[src/rtl/riscv_multicycle_controller_if.sv]
// Control bus between the multicycle main controller and the RV32I datapath.
// The datapath returns decode fields and the ALU zero flag; the controller drives every select and enable.
interface riscv_multicycle_controller_if;
  logic [6:0] op;
  logic [2:0] funct3;
  logic       funct7b5;
  logic       Zero;

  logic       PCWrite;
  logic       AdrSrc;
  logic       MemWrite;
  logic       IRWrite;
  logic       RegWrite;
  logic [1:0] ResultSrc;
  logic [1:0] ALUSrcA;
  logic [1:0] ALUSrcB;
  logic [1:0] ImmSrc;
  logic [2:0] ALUControl;

  modport master (
    input  op, funct3, funct7b5, Zero,
    output PCWrite, AdrSrc, MemWrite, IRWrite, RegWrite,
           ResultSrc, ALUSrcA, ALUSrcB, ImmSrc, ALUControl
  );

  modport slave (
    output op, funct3, funct7b5, Zero,
    input  PCWrite, AdrSrc, MemWrite, IRWrite, RegWrite,
           ResultSrc, ALUSrcA, ALUSrcB, ImmSrc, ALUControl
  );
endinterface

[src/rtl/riscv_multicycle_controller.sv]
// Moore FSM main controller for the multicycle RV32I core, plus immediate-format and ALU decoding.
// Instructions take 2-5 cycles; the current state is exported on state_out for debug.
module riscv_multicycle_controller #(
  parameter int STATE_W = 4
) (
  input  logic                        clk,
  input  logic                        rst,
  riscv_multicycle_controller_if.master ctl,
  output logic [STATE_W-1:0]          state_out
);

  typedef enum logic [3:0] {
    S_FETCH    = 4'd0,
    S_DECODE   = 4'd1,
    S_MEMADR   = 4'd2,
    S_MEMREAD  = 4'd3,
    S_MEMWB    = 4'd4,
    S_MEMWRITE = 4'd5,
    S_EXECR    = 4'd6,
    S_EXECI    = 4'd7,
    S_ALUWB    = 4'd8,
    S_BEQ      = 4'd9,
    S_JAL      = 4'd10
  } state_t;

  localparam logic [6:0] OP_LW   = 7'b0000011;
  localparam logic [6:0] OP_SW   = 7'b0100011;
  localparam logic [6:0] OP_R    = 7'b0110011;
  localparam logic [6:0] OP_I    = 7'b0010011;
  localparam logic [6:0] OP_BEQ  = 7'b1100011;
  localparam logic [6:0] OP_JAL  = 7'b1101111;

  state_t     state, state_next;
  logic [1:0] alu_op;
  logic       branch, pc_update, mem_write_raw, ir_write_raw, reg_write_raw;

  always_ff @(posedge clk) begin
    if (rst) state <= S_FETCH;
    else     state <= state_next;
  end

  always_comb begin
    state_next    = S_FETCH;
    alu_op        = 2'b00;
    branch        = 1'b0;
    pc_update     = 1'b0;
    mem_write_raw = 1'b0;
    ir_write_raw  = 1'b0;
    reg_write_raw = 1'b0;
    ctl.AdrSrc    = 1'b0;
    ctl.ResultSrc = 2'b00;
    ctl.ALUSrcA   = 2'b00;
    ctl.ALUSrcB   = 2'b00;
    case (state)
      S_FETCH: begin
        state_next    = S_DECODE;
        ir_write_raw  = 1'b1;
        ctl.ALUSrcB   = 2'b10;
        ctl.ResultSrc = 2'b10;
        pc_update     = 1'b1;
      end
      S_DECODE: begin
        // Unrecognised opcodes fall back to FETCH and behave as a NOP.
        case (ctl.op)
          OP_LW, OP_SW: state_next = S_MEMADR;
          OP_R:         state_next = S_EXECR;
          OP_I:         state_next = S_EXECI;
          OP_BEQ:       state_next = S_BEQ;
          OP_JAL:       state_next = S_JAL;
          default:      state_next = S_FETCH;
        endcase
        ctl.ALUSrcA = 2'b01;
        ctl.ALUSrcB = 2'b01;
      end
      S_MEMADR: begin
        state_next  = (ctl.op == OP_LW) ? S_MEMREAD : S_MEMWRITE;
        ctl.ALUSrcA = 2'b10;
        ctl.ALUSrcB = 2'b01;
      end
      S_MEMREAD: begin
        state_next = S_MEMWB;
        ctl.AdrSrc = 1'b1;
      end
      S_MEMWB: begin
        ctl.ResultSrc = 2'b01;
        reg_write_raw = 1'b1;
      end
      S_MEMWRITE: begin
        ctl.AdrSrc    = 1'b1;
        mem_write_raw = 1'b1;
      end
      S_EXECR: begin
        state_next  = S_ALUWB;
        ctl.ALUSrcA = 2'b10;
        alu_op      = 2'b10;
      end
      S_EXECI: begin
        state_next  = S_ALUWB;
        ctl.ALUSrcA = 2'b10;
        ctl.ALUSrcB = 2'b01;
        alu_op      = 2'b10;
      end
      S_ALUWB: begin
        reg_write_raw = 1'b1;
      end
      S_BEQ: begin
        ctl.ALUSrcA = 2'b10;
        alu_op      = 2'b01;
        branch      = 1'b1;
      end
      S_JAL: begin
        state_next  = S_ALUWB;
        ctl.ALUSrcA = 2'b01;
        ctl.ALUSrcB = 2'b10;
        pc_update   = 1'b1;
      end
      default: state_next = S_FETCH;
    endcase
  end

  // Write enables are held off during reset so an abandoned instruction cannot commit anything.
  assign ctl.PCWrite  = ~rst & ((branch & ctl.Zero) | pc_update);
  assign ctl.MemWrite = ~rst & mem_write_raw;
  assign ctl.IRWrite  = ~rst & ir_write_raw;
  assign ctl.RegWrite = ~rst & reg_write_raw;

  always_comb begin
    case (ctl.op)
      OP_SW:   ctl.ImmSrc = 2'b01;
      OP_BEQ:  ctl.ImmSrc = 2'b10;
      OP_JAL:  ctl.ImmSrc = 2'b11;
      default: ctl.ImmSrc = 2'b00;
    endcase
  end

  always_comb begin
    ctl.ALUControl = 3'b000;
    case (alu_op)
      2'b01: ctl.ALUControl = 3'b001;
      2'b10: begin
        // op[5] separates R-type from I-type, so addi never decodes as sub.
        case (ctl.funct3)
          3'b000:  ctl.ALUControl = (ctl.op[5] & ctl.funct7b5) ? 3'b001 : 3'b000;
          3'b010:  ctl.ALUControl = 3'b101;
          3'b110:  ctl.ALUControl = 3'b011;
          3'b111:  ctl.ALUControl = 3'b010;
          default: ctl.ALUControl = 3'b000;
        endcase
      end
      default: ctl.ALUControl = 3'b000;
    endcase
  end

  assign state_out = STATE_W'(state);

endmodule
[src/flat_wrapper.sv]
// flat-port wrapper written by rule: the top's interface ports become plain ports
module riscv_multicycle_controller_flat 
#(
  parameter int STATE_W = 4
)
  (clk, rst, state_out, ctl_op, ctl_funct3, ctl_funct7b5, ctl_Zero, ctl_PCWrite, ctl_AdrSrc, ctl_MemWrite, ctl_IRWrite, ctl_RegWrite, ctl_ResultSrc, ctl_ALUSrcA, ctl_ALUSrcB, ctl_ImmSrc, ctl_ALUControl);
  riscv_multicycle_controller_if ctl_i ();
  input  logic clk;
  input  logic rst;
  output logic [STATE_W-1:0] state_out;
  input wire logic [$bits(ctl_i.op)-1:0] ctl_op;
  input wire logic [$bits(ctl_i.funct3)-1:0] ctl_funct3;
  input wire logic [$bits(ctl_i.funct7b5)-1:0] ctl_funct7b5;
  input wire logic [$bits(ctl_i.Zero)-1:0] ctl_Zero;
  output wire logic [$bits(ctl_i.PCWrite)-1:0] ctl_PCWrite;
  output wire logic [$bits(ctl_i.AdrSrc)-1:0] ctl_AdrSrc;
  output wire logic [$bits(ctl_i.MemWrite)-1:0] ctl_MemWrite;
  output wire logic [$bits(ctl_i.IRWrite)-1:0] ctl_IRWrite;
  output wire logic [$bits(ctl_i.RegWrite)-1:0] ctl_RegWrite;
  output wire logic [$bits(ctl_i.ResultSrc)-1:0] ctl_ResultSrc;
  output wire logic [$bits(ctl_i.ALUSrcA)-1:0] ctl_ALUSrcA;
  output wire logic [$bits(ctl_i.ALUSrcB)-1:0] ctl_ALUSrcB;
  output wire logic [$bits(ctl_i.ImmSrc)-1:0] ctl_ImmSrc;
  output wire logic [$bits(ctl_i.ALUControl)-1:0] ctl_ALUControl;
  assign ctl_i.op = ctl_op;
  assign ctl_i.funct3 = ctl_funct3;
  assign ctl_i.funct7b5 = ctl_funct7b5;
  assign ctl_i.Zero = ctl_Zero;
  assign ctl_PCWrite = ctl_i.PCWrite;
  assign ctl_AdrSrc = ctl_i.AdrSrc;
  assign ctl_MemWrite = ctl_i.MemWrite;
  assign ctl_IRWrite = ctl_i.IRWrite;
  assign ctl_RegWrite = ctl_i.RegWrite;
  assign ctl_ResultSrc = ctl_i.ResultSrc;
  assign ctl_ALUSrcA = ctl_i.ALUSrcA;
  assign ctl_ALUSrcB = ctl_i.ALUSrcB;
  assign ctl_ImmSrc = ctl_i.ImmSrc;
  assign ctl_ALUControl = ctl_i.ALUControl;
  riscv_multicycle_controller #(.STATE_W(STATE_W)) u_core (.clk(clk), .rst(rst), .ctl(ctl_i), .state_out(state_out));
endmodule
[config.mk]
export PLATFORM = sky130hd
export DESIGN_NAME = riscv_multicycle_controller_flat
export DESIGN_NICKNAME = d
export VERILOG_FILES = /design/src/rtl/riscv_multicycle_controller_if.sv /design/src/rtl/riscv_multicycle_controller.sv /design/src/flat_wrapper.sv
export SDC_FILE = /design/constraint.sdc
export NUM_CORES = 1
export LEC_CHECK = 0
export ABC_AREA = 1
export BUFFER_PORTS_ARGS = -buffer_cell sky130_fd_sc_hd__clkbuf_2
export CAP_MARGIN = 20
export CORE_UTILIZATION = 40
export CTS_CLUSTER_SIZE = 25
export DETAILED_ROUTE_END_ITERATION = 6
export PLACE_DENSITY = 0.75
export SLEW_MARGIN = 0
export SYNTH_ARGS = -nofsm -noshare
export SYNTH_HDL_FRONTEND = slang
export SYNTH_SLANG_ARGS = --single-unit
[constraint.sdc]
create_clock -name clk -period 2.9 [get_ports clk]
set_clock_uncertainty 0.05 [all_clocks]
set_input_delay 0.58 -clock clk [delete_from_list [all_inputs] [get_ports clk]]
set_output_delay 0.58 -clock clk [all_outputs]
set_load 0.01 [all_outputs]
Word level (Yosys, flattened, before mapping)
Index checks and enable logic that the tools add are counted.
{"block": "totals", "output_inout_bits": 20, "input_bits": 14, "wordCells": 58, "reg_bits": 4}
{"block": "op_classes", "reduce_logical": 11, "n_mux": 17, "n_bitwise": 8, "n_eq_ne": 21}
{"operator": "case mux 4 bit (5 select lines)", "n": 2}
{"operator": "== test 4 x 3 -> 1 bit (second input constant)", "n": 4}
{"operator": "case mux 2 bit (2 select lines)", "n": 4}
{"operator": "== test 7 x 6 -> 1 bit (second input constant)", "n": 2}
{"operator": "== test 7 bit (second input constant)", "n": 2}
{"operator": "== test 4 bit (second input constant)", "n": 3}
{"operator": "case mux 3 bit (4 select lines)", "n": 1}
{"operator": "OR reduction 2 bit", "n": 6}
{"operator": "== test 4 x 2 -> 1 bit (second input constant)", "n": 2}
{"operator": "== test 7 x 2 -> 1 bit (second input constant)", "n": 1}
{"operator": "== test 7 x 5 -> 1 bit (second input constant)", "n": 1}
{"operator": "two-way mux 1 bit", "n": 7}
{"operator": "AND 1 bit", "n": 6}
{"operator": "== test 3 bit (second input constant)", "n": 2}
{"operator": "case mux 2 bit (3 select lines)", "n": 1}
{"operator": "case mux 3 bit (2 select lines)", "n": 1}
{"operator": "OR reduction 3 bit", "n": 2}
{"operator": "== test 4 x 1 -> 1 bit (second input constant)", "n": 1}
{"operator": "zero test 4 bit", "n": 1}
{"operator": "OR reduction 4 bit", "n": 1}
{"operator": "== test 3 x 2 -> 1 bit (second input constant)", "n": 1}
{"operator": "zero test 3 bit", "n": 1}
{"operator": "two-way mux 3 bit", "n": 1}
{"operator": "== test 2 x 1 -> 1 bit (second input constant)", "n": 1}
{"operator": "3 further kinds", "n": 3}

Logic depth before layout (Yosys ltp)
Gate-level depths: netlist of the first run.
{"block": "depth", "word_depth": 5, "depth_mapped": 8, "mapped_depth_nobuf": 8}

Least setup slack after synthesis of the first run
Ideal clock, no wire load.
{"block": "synth_path", "path_type": "reg2out", "from": "reg u_core.state[2] (netlist: u_core.state_out[2])", "to": "out ctl_ALUControl[1]", "setup_slack_ns": 0.917, "required_ns": 2.270, "stages_incl_launch_ff": 6, "arrival_ns": 1.353, "n_path_buf": 0, "path_cell_list": "dfxtp_1 nand2_2 nor2_4 inv_1 ha_1 nor3_1"}
{"block": "synth_via", "elab_chain_len": 5, "word_cells_on_any_way": 8, "classes_between": "5 x eq/ne; 2 x mux; 1 x reduce/logical"}
{"element": "start, declared", "line_no": "riscv_multicycle_controller.sv:33", "text": "state_t state, state_next;"}
{"element": "start signal, assigned", "line_no": "riscv_multicycle_controller.sv:39", "text": "else state <= state_next;"}
{"element": "== test 4 x 3 -> 1 bit", "line_no": "riscv_multicycle_controller.sv:54", "text": "case (state)"}
{"element": "OR reduction 2 bit (no line)"}
{"element": "case mux 2 bit (2 select lines) (*)", "line_no": "riscv_multicycle_controller.sv:54"}
{"element": "== test 2 bit or == test 2 x 1 -> 1 bit (tied branches)", "line_no": "riscv_multicycle_controller.sv:138", "text": "case (alu_op)"}
{"element": "case mux 3 bit (2 select lines) (*)", "line_no": "riscv_multicycle_controller.sv:138"}
{"element": "end, declared", "line_no": "flat_wrapper.sv:24", "text": "output wire logic [$bits(ctl_i.ALUControl)-1:0] ctl_ALUControl;"}
Every way passes the cells marked *; elsewhere a longest branch is shown, timed or not.

Worst setup path in the final report of the first run
{"block": "layout_path", "from": "reg u_core.state[0] (netlist: u_core.state_out[0])", "to": "out ctl_ALUControl[0]"}
Same word-level chain as after synthesis.

==> impl_results.rst, run 1 <==
.. list-table::
   :header-rows: 1

   * - Metric
     - Value
   * - Antenna Violating Nets Remaining
     - 0
   * - Area of the mapped netlist
     - 556.8 sq um
   * - Ratio of cells with drive above 1 in the final layout
     - 45.45%
   * - Wire length of the first global-routing pass
     - around 2000 um
   * - Setup violations, final
     - 0
   * - Post-CTS sizing
     - 0
   * - Horizontal die dimension
     - 39.31 um
   * - Logic pwr share
     - 30.5%
   * - Clk Tree Root Cell
     - sky130_fd_sc_hd__clkbuf_4
   * - Maximum number of pins on one net before global-route repair
     - 9
   * - Ports
     - 34
   * - Worst setup EP type
     - primary output
   * - Die area
     - 0.001545 sq mm
   * - Antenna Diode Count
     - 0
   * - Sequential share of power
     - approximately a third
   * - Layout overhead on the synthesized area
     - 36.40%
   * - Net switching fraction of the power
     - 30.50%
   * - Final Slew Violations
     - 0
   * - Area used by sequential logic in the layout
     - 80.08 sq um
   * - Placeable Area
     - 0.001301 sq mm
   * - Number of sinks handled by clock tree synthesis
     - 4
   * - Arrival time of the worst setup path
     - between 1.5 and 2 ns
   * - Post-CTS setup-driven buffer insertion count
     - 0
   * - Net switching power figure
     - 0.05442 mW
   * - Initial drt markers
     - 16
   * - Worst-skew pair later-pin latency
     - 0.23 ns
   * - RSZ-0062 raised after global routing
     - false
   * - Data required time of the worst path
     - 2.27 ns
   * - Final-layout fill cell count
     - 130
   * - Maximum buffer depth of the clock tree
     - 2
   * - Area taken by multi-input logic gates
     - 394.1 sq um
   * - Startpoint of the worst-slack reg-to-reg timing path
     - u_core.state_out[3]
   * - # Max-Cap Violations
     - 0
   * - Most frequent cells in the layout
     - sky130_fd_sc_hd__clkbuf_2, sky130_fd_sc_hd__nand2_1, sky130_fd_sc_hd__inv_1
   * - Worst slew slack as a fraction of its limit
     - 81.42%
   * - Number of antenna violations at the first check in global routing
     - 0
   * - Wire per inst
     - 8.803 um
   * - Post-placement cell area
     - 737.0 sq um
   * - Count of different cell masters after synthesis
     - 19
   * - Number of search-and-repair iterations in the first detailed-routing pass
     - 4
   * - Register-to-Register Setup Slack
     - 1.76 ns
   * - Kind of start point of the critical path
     - flip-flop
   * - Hold Path Depth
     - 3
   * - Total power density per cell area
     - 234.9 mW/mm^2
   * - Global placement routability congestion
     - 0.7881
   * - Input/output buffers
     - 33
   * - Fraction of power consumed by the clock network
     - 37.1%
   * - CTS tree
     - done
   * - Total wire length after detailed routing
     - 1294 um
   * - Most frequent standard cell in the layout excluding fill and tap cells
     - sky130_fd_sc_hd__clkbuf_2
   * - TritonCTS Buffers
     - 3
   * - Register area share after synthesis
     - 14.38%
   * - GRT Overall Usage
     - 18.60%
   * - Flip-flop count of the largest register after layout
     - 4
   * - Cell depth of the worst flop-to-flop path
     - 7
   * - Grt total ovfl
     - 0
   * - H-tree depth reported by CTS
     - 1
   * - Worst-margin pin slew
     - 0.2751 ns
   * - Routed via count
     - 659
   * - Reg2Reg Capture Point
     - u_core.state_out[1]
   * - Run status
     - complete, no violations
   * - Flops & latches, synth
     - 4
   * - Cell count after synthesis
     - 97
   * - Internal Dissipation
     - 0.1240 mW
   * - DRC
     - 0
   * - Yosys Warn Count
     - 0
   * - Placement Rows
     - 13
   * - Hold crit path type
     - reg2reg
   * - Final-layout setup total negative slack
     - 0 ns
   * - Syn Area/Cell
     - between 5 and 6 sq um
   * - Final HPWL DP
     - 1134 um
   * - Via count of the first global-routing pass
     - 538
   * - Count of final hold-check violations
     - 0
   * - Terminating pin of the worst hold path
     - u_core.state_out[0]
   * - Synthesized netlist net count
     - 113
   * - Fin crit period
     - 2.288 ns
   * - Leakage power
     - 0.3997 nW
   * - Max Clk Rate
     - 437.1 MHz
   * - Largest voltage drop on the vdd net
     - 258.2 uV
   * - Final net count
     - 150
   * - Via density per instance
     - 4.483
   * - Count of hold buffers inserted by post-cts repair
     - 0
   * - Hold Worst Slack
     - approximately 0.55 ns
   * - Hold path start
     - u_core.state_out[0]
   * - Fin area
     - 759.5 sq um
   * - Initial Util
     - between 40% and 50%
   * - Max FO, Critical Path
     - 5
   * - Die Y
     - roughly 39 um
   * - Clock slew at reported path FFs
     - 0.04 ns
   * - Type of the setup path with the least slack
     - reg2out
   * - Final cycle utilization of the critical path
     - 78.90%
-- critical path, stage by stage (launching register included) --
cell and delay (ns):
sky130_fd_sc_hd__dfxtp_1 0.35, sky130_fd_sc_hd__inv_2 0.07, sky130_fd_sc_hd__nor2_2 0.15, sky130_fd_sc_hd__inv_2 0.09, sky130_fd_sc_hd__nor2_4 0.11, sky130_fd_sc_hd__inv_1 0.06
sky130_fd_sc_hd__ha_1 0.24, sky130_fd_sc_hd__a21oi_1 0.15, sky130_fd_sc_hd__a21oi_1 0.08, sky130_fd_sc_hd__clkbuf_2 0.13
-- cells in the mapped netlist --
library cell / instances / share of area (%)
sky130_fd_sc_hd__a211oi_1: 1 / 1.3
sky130_fd_sc_hd__a21oi_1: 5 / 4.5
sky130_fd_sc_hd__a21oi_2: 3 / 4.7
sky130_fd_sc_hd__clkbuf_1: 1 / 0.67
sky130_fd_sc_hd__dfxtp_1: 4 / 14
sky130_fd_sc_hd__ha_1: 2 / 4.5
sky130_fd_sc_hd__inv_1: 17 / 11
sky130_fd_sc_hd__inv_2: 4 / 2.7
sky130_fd_sc_hd__nand2_1: 20 / 13
sky130_fd_sc_hd__nand2_2: 5 / 5.6
sky130_fd_sc_hd__nand3_1: 6 / 5.4
sky130_fd_sc_hd__nand4_1: 1 / 1.1
sky130_fd_sc_hd__nor2_1: 12 / 8.1
sky130_fd_sc_hd__nor2_2: 7 / 7.9
sky130_fd_sc_hd__nor2_4: 4 / 8.1
sky130_fd_sc_hd__nor3_1: 2 / 1.8
sky130_fd_sc_hd__nor3_2: 1 / 1.8
sky130_fd_sc_hd__o21ai_0: 1 / 0.90
sky130_fd_sc_hd__o311ai_0: 1 / 1.6
-- area by class of cell --
cell class | count | share of cell area, %
timing repair buffer | 33 | 21.75
multi-input combinational | 71 | 51.89
sequential | 4 | 10.54
inverter | 21 | 10.38
tap | 15 | 2.471
clock buffer | 3 | 2.965
-- stage by stage --
| stage | cells | power, mW | util, % | setup slack [ns] |
|---|---|---|---|---|
| 3_3_place_gp | 144 | 0.1121 | 56.63 | 0.8500 |
| 4_1_cts | 147 | 0.1815 | 58.37 | 0.5982 |
| 6_report | 147 | 0.1784 | 58.37 | 0.6120 |
| 5_1_grt | 147 | 0.1926 | 58.37 | 0.4853 |
| 2_1_floorplan | 97 | 0.09088 | - | 0.9169 |
| 3_5_place_dp | 144 | 0.1132 | 56.63 | 0.8437 |
-- power groups by stage --
stage                     Sequential (mW)  Clock, mW  Combinational [mW]
after floorplan                    0.0593          0              0.0316
after global placement             0.0587          0              0.0534
after detailed placement           0.0587          0              0.0546
after CTS                          0.0578     0.0688              0.0548
after global routing               0.0579     0.0731              0.0616
final                              0.0578     0.0662              0.0544
-- worst max path at each step --
stage / endpoint / from / cells past startpoint
final: ctl_ALUControl[0] / u_core.state_out[0] / 9
after CTS: ctl_ALUControl[0] / u_core.state_out[0] / 9
after detailed placement: ctl_ALUControl[0] / u_core.state_out[0] / 9
after global placement: ctl_ALUControl[0] / u_core.state_out[0] / 9
after floorplan: ctl_ALUControl[1] / u_core.state_out[2] / 5
after global routing: ctl_ALUControl[1] / u_core.state_out[2] / 6
-- cells by family after synthesis --
group | after synthesis | share of synthesized area (%)
buffers and inverters | 22 | 14.83
adder cells (fa/ha/maj) | 2 | 4.494
AO/OA/AOI/OAI | 11 | 13.03
AND/OR/NAND/NOR | 58 | 53.26
flip-flops | 4 | 14.38
-- metal layers --
metal	wire length [um]	share of wire [%]	GRT usage (%)	vias up
met2	655	51	35.00	16
met4	0	0	2.586	0
li1	-	-	-	369
met5	0	0	0	-
met3	40	3.1	1.705	0
met1	599	46	22.95	274
Note: power is estimated with default switching activity, not from simulation.
==> run 2, diff against run 1 <==
--- a/config.mk
+++ b/config.mk
@@ -5,12 +5,13 @@
 export SDC_FILE = /design/constraint.sdc
 export NUM_CORES = 1
 export LEC_CHECK = 0
-export ABC_AREA = 1
+export ABC_AREA = 0
 export BUFFER_PORTS_ARGS = -buffer_cell sky130_fd_sc_hd__clkbuf_2
 export CAP_MARGIN = 20
-export CORE_UTILIZATION = 40
+export CORE_AREA = 2 2 39 41
 export CTS_CLUSTER_SIZE = 25
 export DETAILED_ROUTE_END_ITERATION = 6
+export DIE_AREA = 0 0 41 43
 export PLACE_DENSITY = 0.75
 export SLEW_MARGIN = 0
 export SYNTH_ARGS = -nofsm -noshare
==> constraint.sdc (replaced) <==
create_clock -name clk -period 2.35 [get_ports clk]
set_clock_uncertainty 0.05 [all_clocks]
set_input_delay 0.47 -clock clk [delete_from_list [all_inputs] [get_ports clk]]
set_output_delay 0.47 -clock clk [all_outputs]
set_load 0.01 [all_outputs]
==> impl_results.rst, run 2 <==
.. list-table::
   :header-rows: 1

   * - Metric
     - Value
   * - Run status
     - complete, no violations
   * - Worst-skew pair later-pin latency
     - 0.23 ns
   * - Clk Tree Root Cell
     - sky130_fd_sc_hd__clkbuf_4
   * - DRC
     - 0
   * - Die Y
     - 43 um
   * - Hold Path Depth
     - 3
   * - Number of search-and-repair iterations in the first detailed-routing pass
     - 4
   * - Fraction of power consumed by the clock network
     - 38.4%
   * - Leakage power
     - 0.3472 nW
   * - Layout overhead on the synthesized area
     - 41.79%
   * - CTS tree
     - done
   * - Internal Dissipation
     - 0.1557 mW
   * - Global placement routability congestion
     - 0.8004
   * - Net switching power figure
     - around 0.065 mW
   * - Predominant post-synthesis flop cell
     - sky130_fd_sc_hd__dfxtp_1
   * - Slowest stage cell on the critical path
     - sky130_fd_sc_hd__dfxtp_1
   * - Clock slew at reported path FFs
     - 0.04 ns
   * - Number of sinks handled by clock tree synthesis
     - 4
   * - Register-to-Register Setup Slack
     - 0.95 ns
   * - Horizontal die dimension
     - 41 um
   * - Count of different cell masters after synthesis
     - 35
   * - GRT Overall Usage
     - between 15 and 20%
   * - Final net count
     - about 130
   * - Cell Chain, Critical Path
     - nand2b_2 -> nor2_1 -> inv_1 -> ha_1 -> nor2b_1 -> o21ai_0 -> a21oi_1 -> clkbuf_2
   * - Delay of the slowest cell on the worst path
     - 0.32 ns
   * - Initial drt markers
     - 7
   * - Die area
     - between 0.0015 and 0.002 sq mm
   * - Logic pwr share
     - roughly 29%
   * - Share of the synthesized area in compound gates (AO/OA/AOI/OAI)
     - 22.95%
   * - Register area share after synthesis
     - 15.46%
   * - Antenna Violating Nets Remaining
     - 0
   * - Grt total ovfl
     - 0
   * - Most area-consuming cells after synthesis
     - sky130_fd_sc_hd__dfxtp_1, sky130_fd_sc_hd__inv_1, sky130_fd_sc_hd__xnor2_1
   * - Area of the mapped netlist
     - 518.0 sq um
   * - Area used by sequential logic in the layout
     - 82.58 sq um
   * - Share of the synthesized area in the top cell type
     - 15.46%
   * - Placeable Area
     - 0.001384 sq mm
   * - Post-synth EDFFs
     - 0
   * - Adder-cell area share of the yosys netlist
     - 4.831%
   * - Post-CTS setup-driven buffer insertion count
     - 0
   * - Total wire length after detailed routing
     - about 1400 um
   * - Type of the setup path with the least slack
     - reg2out
   * - Most used standard cells in the synthesized netlist
     - sky130_fd_sc_hd__inv_1, sky130_fd_sc_hd__nand2_1, sky130_fd_sc_hd__nor2_1, sky130_fd_sc_hd__nor3_1
   * - Synth Area in Simple Gates
     - between 40% and 50%
   * - Number of antenna violations at the first check in global routing
     - 0
   * - Input/output buffers
     - 33
   * - Area taken by multi-input logic gates
     - a little under 400 sq um
   * - Kind of start point of the critical path
     - flip-flop
   * - Final-layout fill cell count
     - 148
   * - Hold crit path type
     - in2reg
   * - Flip-flop count of the largest register after layout
     - 4
   * - Most numerous cell in the Yosys netlist
     - sky130_fd_sc_hd__inv_1
   * - Largest family of logic cells by synthesized area
     - simple AND/OR/NAND/NOR gates
   * - Max Clk Rate
     - approximately 470 MHz
   * - Final-layout setup total negative slack
     - 0 ns
   * - Antenna Diode Count
     - 0
   * - Most frequent cells in the layout
     - sky130_fd_sc_hd__clkbuf_2, sky130_fd_sc_hd__inv_1, sky130_fd_sc_hd__nand2_1
   * - Placement Rows
     - 14
   * - Worst slew slack as a fraction of its limit
     - 71.02%
   * - Yosys Warn Count
     - 0
   * - Count of final hold-check violations
     - 0
   * - Via count of the first global-routing pass
     - between 500 and 600
   * - Initial Util
     - 37.43%
   * - Net switching fraction of the power
     - 29.36%
   * - Wire length of the first global-routing pass
     - 2152 um
   * - Final HPWL DP
     - ~1100 um
   * - Ratio of cells with drive above 1 in the final layout
     - about two fifths
   * - Cell count after synthesis
     - 74
   * - Cell depth of the worst flop-to-flop path
     - 3
   * - Proportion of register bits with asynchronous set or reset after synthesis
     - 0%
   * - Most frequent standard cell in the layout excluding fill and tap cells
     - sky130_fd_sc_hd__clkbuf_2
   * - Flops & latches, synth
     - 4
   * - Pre-CTS WS
     - 0.3394 ns
   * - Wire per inst
     - 11.16 um
   * - TritonCTS Buffers
     - 3
   * - Worst-margin pin slew
     - 0.4237 ns
   * - Routed via count
     - 656
   * - # Max-Cap Violations
     - 0
   * - H-tree depth reported by CTS
     - 1
   * - Ports
     - 34
   * - Arrival time of the worst setup path
     - between 1.5 and 2 ns
   * - Final Slew Violations
     - 0
   * - Cell taking the most area after synthesis
     - sky130_fd_sc_hd__dfxtp_1
   * - Synthesized netlist net count
     - 90
   * - Maximum buffer depth of the clock tree
     - 2
   * - RSZ-0062 raised after global routing
     - false
   * - Largest voltage drop on the vdd net
     - 244.6 uV
   * - Sequential share of power
     - approximately 32%
   * - Fin crit period
     - 2.130 ns
   * - Total power density per cell area
     - 300.1 mW/mm^2
   * - Worst setup EP type
     - primary output
   * - Data required time of the worst path
     - 1.83 ns
   * - Share of cell area taken by muxes after synthesis
     - 0%
   * - Xor and xnor fraction of the mapped netlist area
     - 5.072%
   * - Maximum number of pins on one net before global-route repair
     - 15
   * - Via density per instance
     - 5.248
   * - Max FO, Critical Path
     - 5
   * - Setup violations, final
     - 0
   * - Fin worst setup slack
     - 0.2196 ns
   * - Syn Area/Cell
     - ~7 sq um
   * - Final cycle utilization of the critical path
     - 90.66%
run 2: cell types whose count changed in the layout (fill, tap and decap cells not counted), moves of 4 or more:
| cell | change |
|---|---|
| sky130_fd_sc_hd__nand3_1 | -4 |
| sky130_fd_sc_hd__inv_1 | -10 |
| sky130_fd_sc_hd__nand2_2 | -5 |
| sky130_fd_sc_hd__nor2_2 | -7 |
| sky130_fd_sc_hd__inv_2 | -4 |
| sky130_fd_sc_hd__nor2_4 | -4 |
| sky130_fd_sc_hd__nor2_1 | -7 |
| sky130_fd_sc_hd__nand2_1 | -14 |
run 2: through the flow:
step	instance area, sq um	total power [mW]	cells	utilization (%)	hold slack [ns]
6_report	734.5	0.2204	125	53.07	0.4920
5_1_grt	734.5	0.2384	125	53.07	0.5047
2_1_floorplan	518.0	0.1042	74	-	0.5209
4_1_cts	729.5	0.2260	125	52.71	0.4867
3_3_place_gp	706.9	0.1353	122	51.09	0.5776
3_5_place_dp	706.9	0.1359	122	51.09	0.5751
run 2: critical path: cells and delay by family, from the launching register on:
family	cells	cell delay [ns]
simple gates	3	0.51
flops	1	0.32
fa+ha+maj	1	0.20
buf+inv	2	0.19
compound gates	2	0.14
run 2: worst paths after layout:
| path | end | startpoint |
|---|---|---|
| min | u_core.state_out[2] | ctl_op[4] |
| max reg2reg | u_core.state_out[2] | u_core.state_out[3] |
| max | ctl_ALUControl[0] | u_core.state_out[1] |
| min reg2reg | u_core.state_out[1] | u_core.state_out[0] |
run 2: kinds of logic (layout without fill, tap and decap cells):
logic type	after synthesis	count (layout)
flops	4	4
simple gates	38	38
xor+xnor	3	3
compound gates	16	16
buf+inv	11	46
fa+ha+maj	2	2
run 2: what timing repair did:
action                     4_1_cts  5_1_grt
setup endpoints to repair        0        2
hold buffers                     0        0
resized for setup                0        3
run 2: metal layers:
layer / up-vias / GRT usage [%] / routed length (um)
met1: 298 / 22.51 / 632
met3: 2 / 1.571 / 77
met4: 0 / 10.00 / 14
li1: 336 / - / -
met2: 20 / 26.56 / 670
met5: - / 0 / 0
run 2: power by group through the flow:
stage          combinational, mW  sequential, mW  clock (mW)
6_report                  0.0645          0.0713      0.0846
5_1_grt                   0.0715          0.0713      0.0955
4_1_cts                   0.0642          0.0710      0.0908
3_5_place_dp              0.0638          0.0721           0
3_3_place_gp              0.0635          0.0718           0
2_1_floorplan             0.0310          0.0732           0
run 2: cell type report:
class                      instances  area share (%)
tap                               16           2.726
clock buffer                       3           3.066
multi-input combinational         59           53.83
sequential                         4           11.24
timing repair buffer              36           25.55
inverter                           7           3.578
==> run 3, diff against run 2 <==
--- a/config.mk
+++ b/config.mk
@@ -8,11 +8,11 @@
 export ABC_AREA = 0
 export BUFFER_PORTS_ARGS = -buffer_cell sky130_fd_sc_hd__clkbuf_2
 export CAP_MARGIN = 20
-export CORE_AREA = 2 2 39 41
+export CORE_UTILIZATION = 36
 export CTS_CLUSTER_SIZE = 25
 export DETAILED_ROUTE_END_ITERATION = 6
-export DIE_AREA = 0 0 41 43
-export PLACE_DENSITY = 0.75
+export HOLD_SLACK_MARGIN = 0.03
+export PLACE_DENSITY = 0.73
 export SLEW_MARGIN = 0
 export SYNTH_ARGS = -nofsm -noshare
 export SYNTH_HDL_FRONTEND = slang
==> constraint.sdc (replaced) <==
create_clock -name clk -period 1.8 [get_ports clk]
set_clock_uncertainty 0.05 [all_clocks]
set_input_delay 0.36 -clock clk [delete_from_list [all_inputs] [get_ports clk]]
set_output_delay 0.36 -clock clk [all_outputs]
set_load 0.01 [all_outputs]
==> impl_results.rst, run 3 (synthesis results as in run 2) <==
.. list-table::
   :header-rows: 1

   * - Metric
     - Value
   * - Final cycle utilization of the critical path
     - 106.2%
   * - Final net count
     - 143
   * - Worst setup EP type
     - primary output
   * - Placement Rows
     - 13
   * - Leakage power
     - 0.4804 nW
   * - Antenna Violating Nets Remaining
     - 0
   * - Arrival time of the worst setup path
     - roughly 1.5 ns
   * - Slowest stage cell on the critical path
     - sky130_fd_sc_hd__dfxtp_4
   * - H-tree depth reported by CTS
     - 1
   * - Number of antenna violations at the first check in global routing
     - 0
   * - Final Slew Violations
     - 0
   * - Routed via count
     - 779
   * - Sequential share of power
     - 27.1%
   * - Via count of the first global-routing pass
     - 690
   * - Placeable Area
     - 0.001318 sq mm
   * - Delay of the slowest cell on the worst path
     - 0.36 ns
   * - Layout overhead on the synthesized area
     - 108.7%
   * - DRC
     - 0
   * - CTS tree
     - done
   * - Clk Tree Root Cell
     - sky130_fd_sc_hd__clkbuf_4
   * - Clock slew at reported path FFs
     - roughly 0.040 ns
   * - Count of final hold-check violations
     - 0
   * - Wire per inst
     - 15.81 um
   * - Post-placement cell area
     - 740.7 sq um
   * - Hold Worst Slack
     - 0.3583 ns
   * - Setup violations, final
     - 5
   * - Initial Util
     - 39.32%
   * - Hold crit path type
     - in2reg
   * - Worst-skew pair later-pin latency
     - 0.25 ns
   * - Most frequent standard cell in the layout excluding fill and tap cells
     - sky130_fd_sc_hd__clkbuf_2
   * - Internal Dissipation
     - 0.2218 mW
   * - Kind of start point of the critical path
     - flip-flop
   * - Fraction of the core area covered by cells at the end of the flow
     - 82.05%
   * - Pre-CTS WS
     - 0.02124 ns
   * - Wire length of the first global-routing pass
     - between 2000 and 3000 um
   * - Input/output buffers
     - 33
   * - Run status
     - finished with violations
   * - TritonCTS Buffers
     - 3
   * - Antenna Diode Count
     - 0
   * - Via density per instance
     - 5.564
   * - Die Y
     - 39.93 um
   * - Final HPWL DP
     - 1203 um
   * - Maximum buffer depth of the clock tree
     - 2
   * - Number of search-and-repair iterations in the first detailed-routing pass
     - 4
   * - Maximum number of pins on one net before global-route repair
     - 12
   * - # Max-Cap Violations
     - 0
   * - Net switching fraction of the power
     - 33.98%
   * - Grt total ovfl
     - 0
   * - Max Clk Rate
     - 523.1 MHz
   * - RSZ-0062 raised after global routing
     - true
   * - Count of hold buffers inserted by post-cts repair
     - 0
   * - Fraction of power consumed by the clock network
     - 37.3%
   * - Cell with the most instances on the worst path
     - sky130_fd_sc_hd__nor2b_4
   * - Fin crit period
     - 1.912 ns
   * - Max FO, Critical Path
     - 4
   * - GRT Overall Usage
     - 28.90%
   * - Total power density per cell area
     - a little over 300 mW/mm^2
   * - Fin worst setup slack
     - -0.1117 ns
   * - Data required time of the worst path
     - 1.39 ns
   * - Net switching power figure
     - 0.1141 mW
   * - Type of the setup path with the least slack
     - reg2out
   * - Ports
     - 34
   * - Violations in the final reports
     - negative setup slack
   * - Cell Chain, Critical Path
     - nor2b_4 -> and2_4 -> ha_4 -> nor2b_4 -> o21ai_2 -> a21oi_1 -> buf_2
   * - Worst slew slack as a fraction of its limit
     - 80.91%
   * - Global placement routability congestion
     - 0.7940
   * - Final-layout fill cell count
     - 80
   * - Number of sinks handled by clock tree synthesis
     - 4
   * - Largest voltage drop on the vdd net
     - between 300 and 400 uV
   * - Initial drt markers
     - 17
   * - Total wire length after detailed routing
     - 2214 um
   * - Most frequent cells in the layout
     - sky130_fd_sc_hd__clkbuf_2, sky130_fd_sc_hd__buf_4, sky130_fd_sc_hd__buf_2, sky130_fd_sc_hd__buf_6, sky130_fd_sc_hd__inv_1
   * - Horizontal die dimension
     - around 40 um
   * - Worst-margin pin slew
     - 0.2827 ns
   * - Die area
     - approximately 0.0016 sq mm
   * - Logic pwr share
     - 35.6%
   * - Ratio of cells with drive above 1 in the final layout
     - roughly 70%
   * - Fin area
     - 0.001081 sq mm
   * - Flip-flop count of the largest register after layout
     - 4
==> run 3: cell types whose count changed in the layout (fill, tap and decap cells not counted), moves of 7 or more <==
cell	before	now
sky130_fd_sc_hd__buf_4	3	10
sky130_fd_sc_hd__clkbuf_2	33	25
sky130_fd_sc_hd__buf_2	0	8
sky130_fd_sc_hd__buf_6	0	8
==> run 3: metrics by stage <==
stage / total power, mW / TNS, ns / instances
2_1_floorplan: 0.1361 / 0 / 74
3_3_place_gp: 0.1800 / -0.04572 / 125
3_5_place_dp: 0.1814 / 0 / 125
4_1_cts: 0.3247 / -0.2409 / 135
5_1_grt: 0.3517 / -0.8430 / 140
6_report: 0.3359 / -0.4450 / 140
==> run 3: final timing paths <==
check	startpoint	slack, ns	end	cells past startpoint
setup reg to reg	u_core.state_out[0]	0.22	u_core.state_out[1]	4
hold / removal	ctl_op[4]	0.36	u_core.state_out[2]	3
setup / recovery	u_core.state_out[1]	-0.11	ctl_ALUControl[0]	7
hold reg to reg	u_core.state_out[0]	0.59	u_core.state_out[1]	3
==> run 3: power by group through the flow <==
stage / clock (mW) / combinational [mW] / sequential [mW]
after floorplan: 0 / 0.0406 / 0.0955
after CTS: 0.128 / 0.105 / 0.0923
final: 0.125 / 0.119 / 0.0911
after global placement: 0 / 0.0865 / 0.0934
after global routing: 0.132 / 0.129 / 0.0913
after detailed placement: 0 / 0.0878 / 0.0936
==> run 3: cell type report <==
cell class,count,area (sq um),area share (%)
clock buffers,3,22.52,2.083
inverters,7,26.28,2.431
multi-input cells,59,573.1,53.01
flip-flops and latches,4,90.09,8.333
well taps,15,18.77,1.736
repair buffers,52,350.3,32.41
==> run 3: what timing repair did <==
action / 4_1_cts / 5_1_grt
gates resized for setup: 27 / 33
endpoints found under the setup margin: 6 / 10
pin swaps: 5 / 11
setup buffers: 7 / 5
==> run 3: metal layers <==
layer / vias to the layer above / share of wire, % / track usage [%]
met5: - / 0 / 0
met4: 0 / 5.1 / 16.38
met3: 13 / 4.2 / 6.111
met2: 38 / 52 / 55.24
met1: 357 / 38 / 27.95
li1: 371 / - / -
==> run 3: critical path, delay by kind of cell (launching register included) <==
| kind | cells | cell delay [ns] |
|---|---|---|
| flops | 1 | 0.36 |
| buf+inv | 1 | 0.14 |
| simple gates | 3 | 0.43 |
| fa+ha+maj | 1 | 0.13 |
| compound gates | 2 | 0.19 |
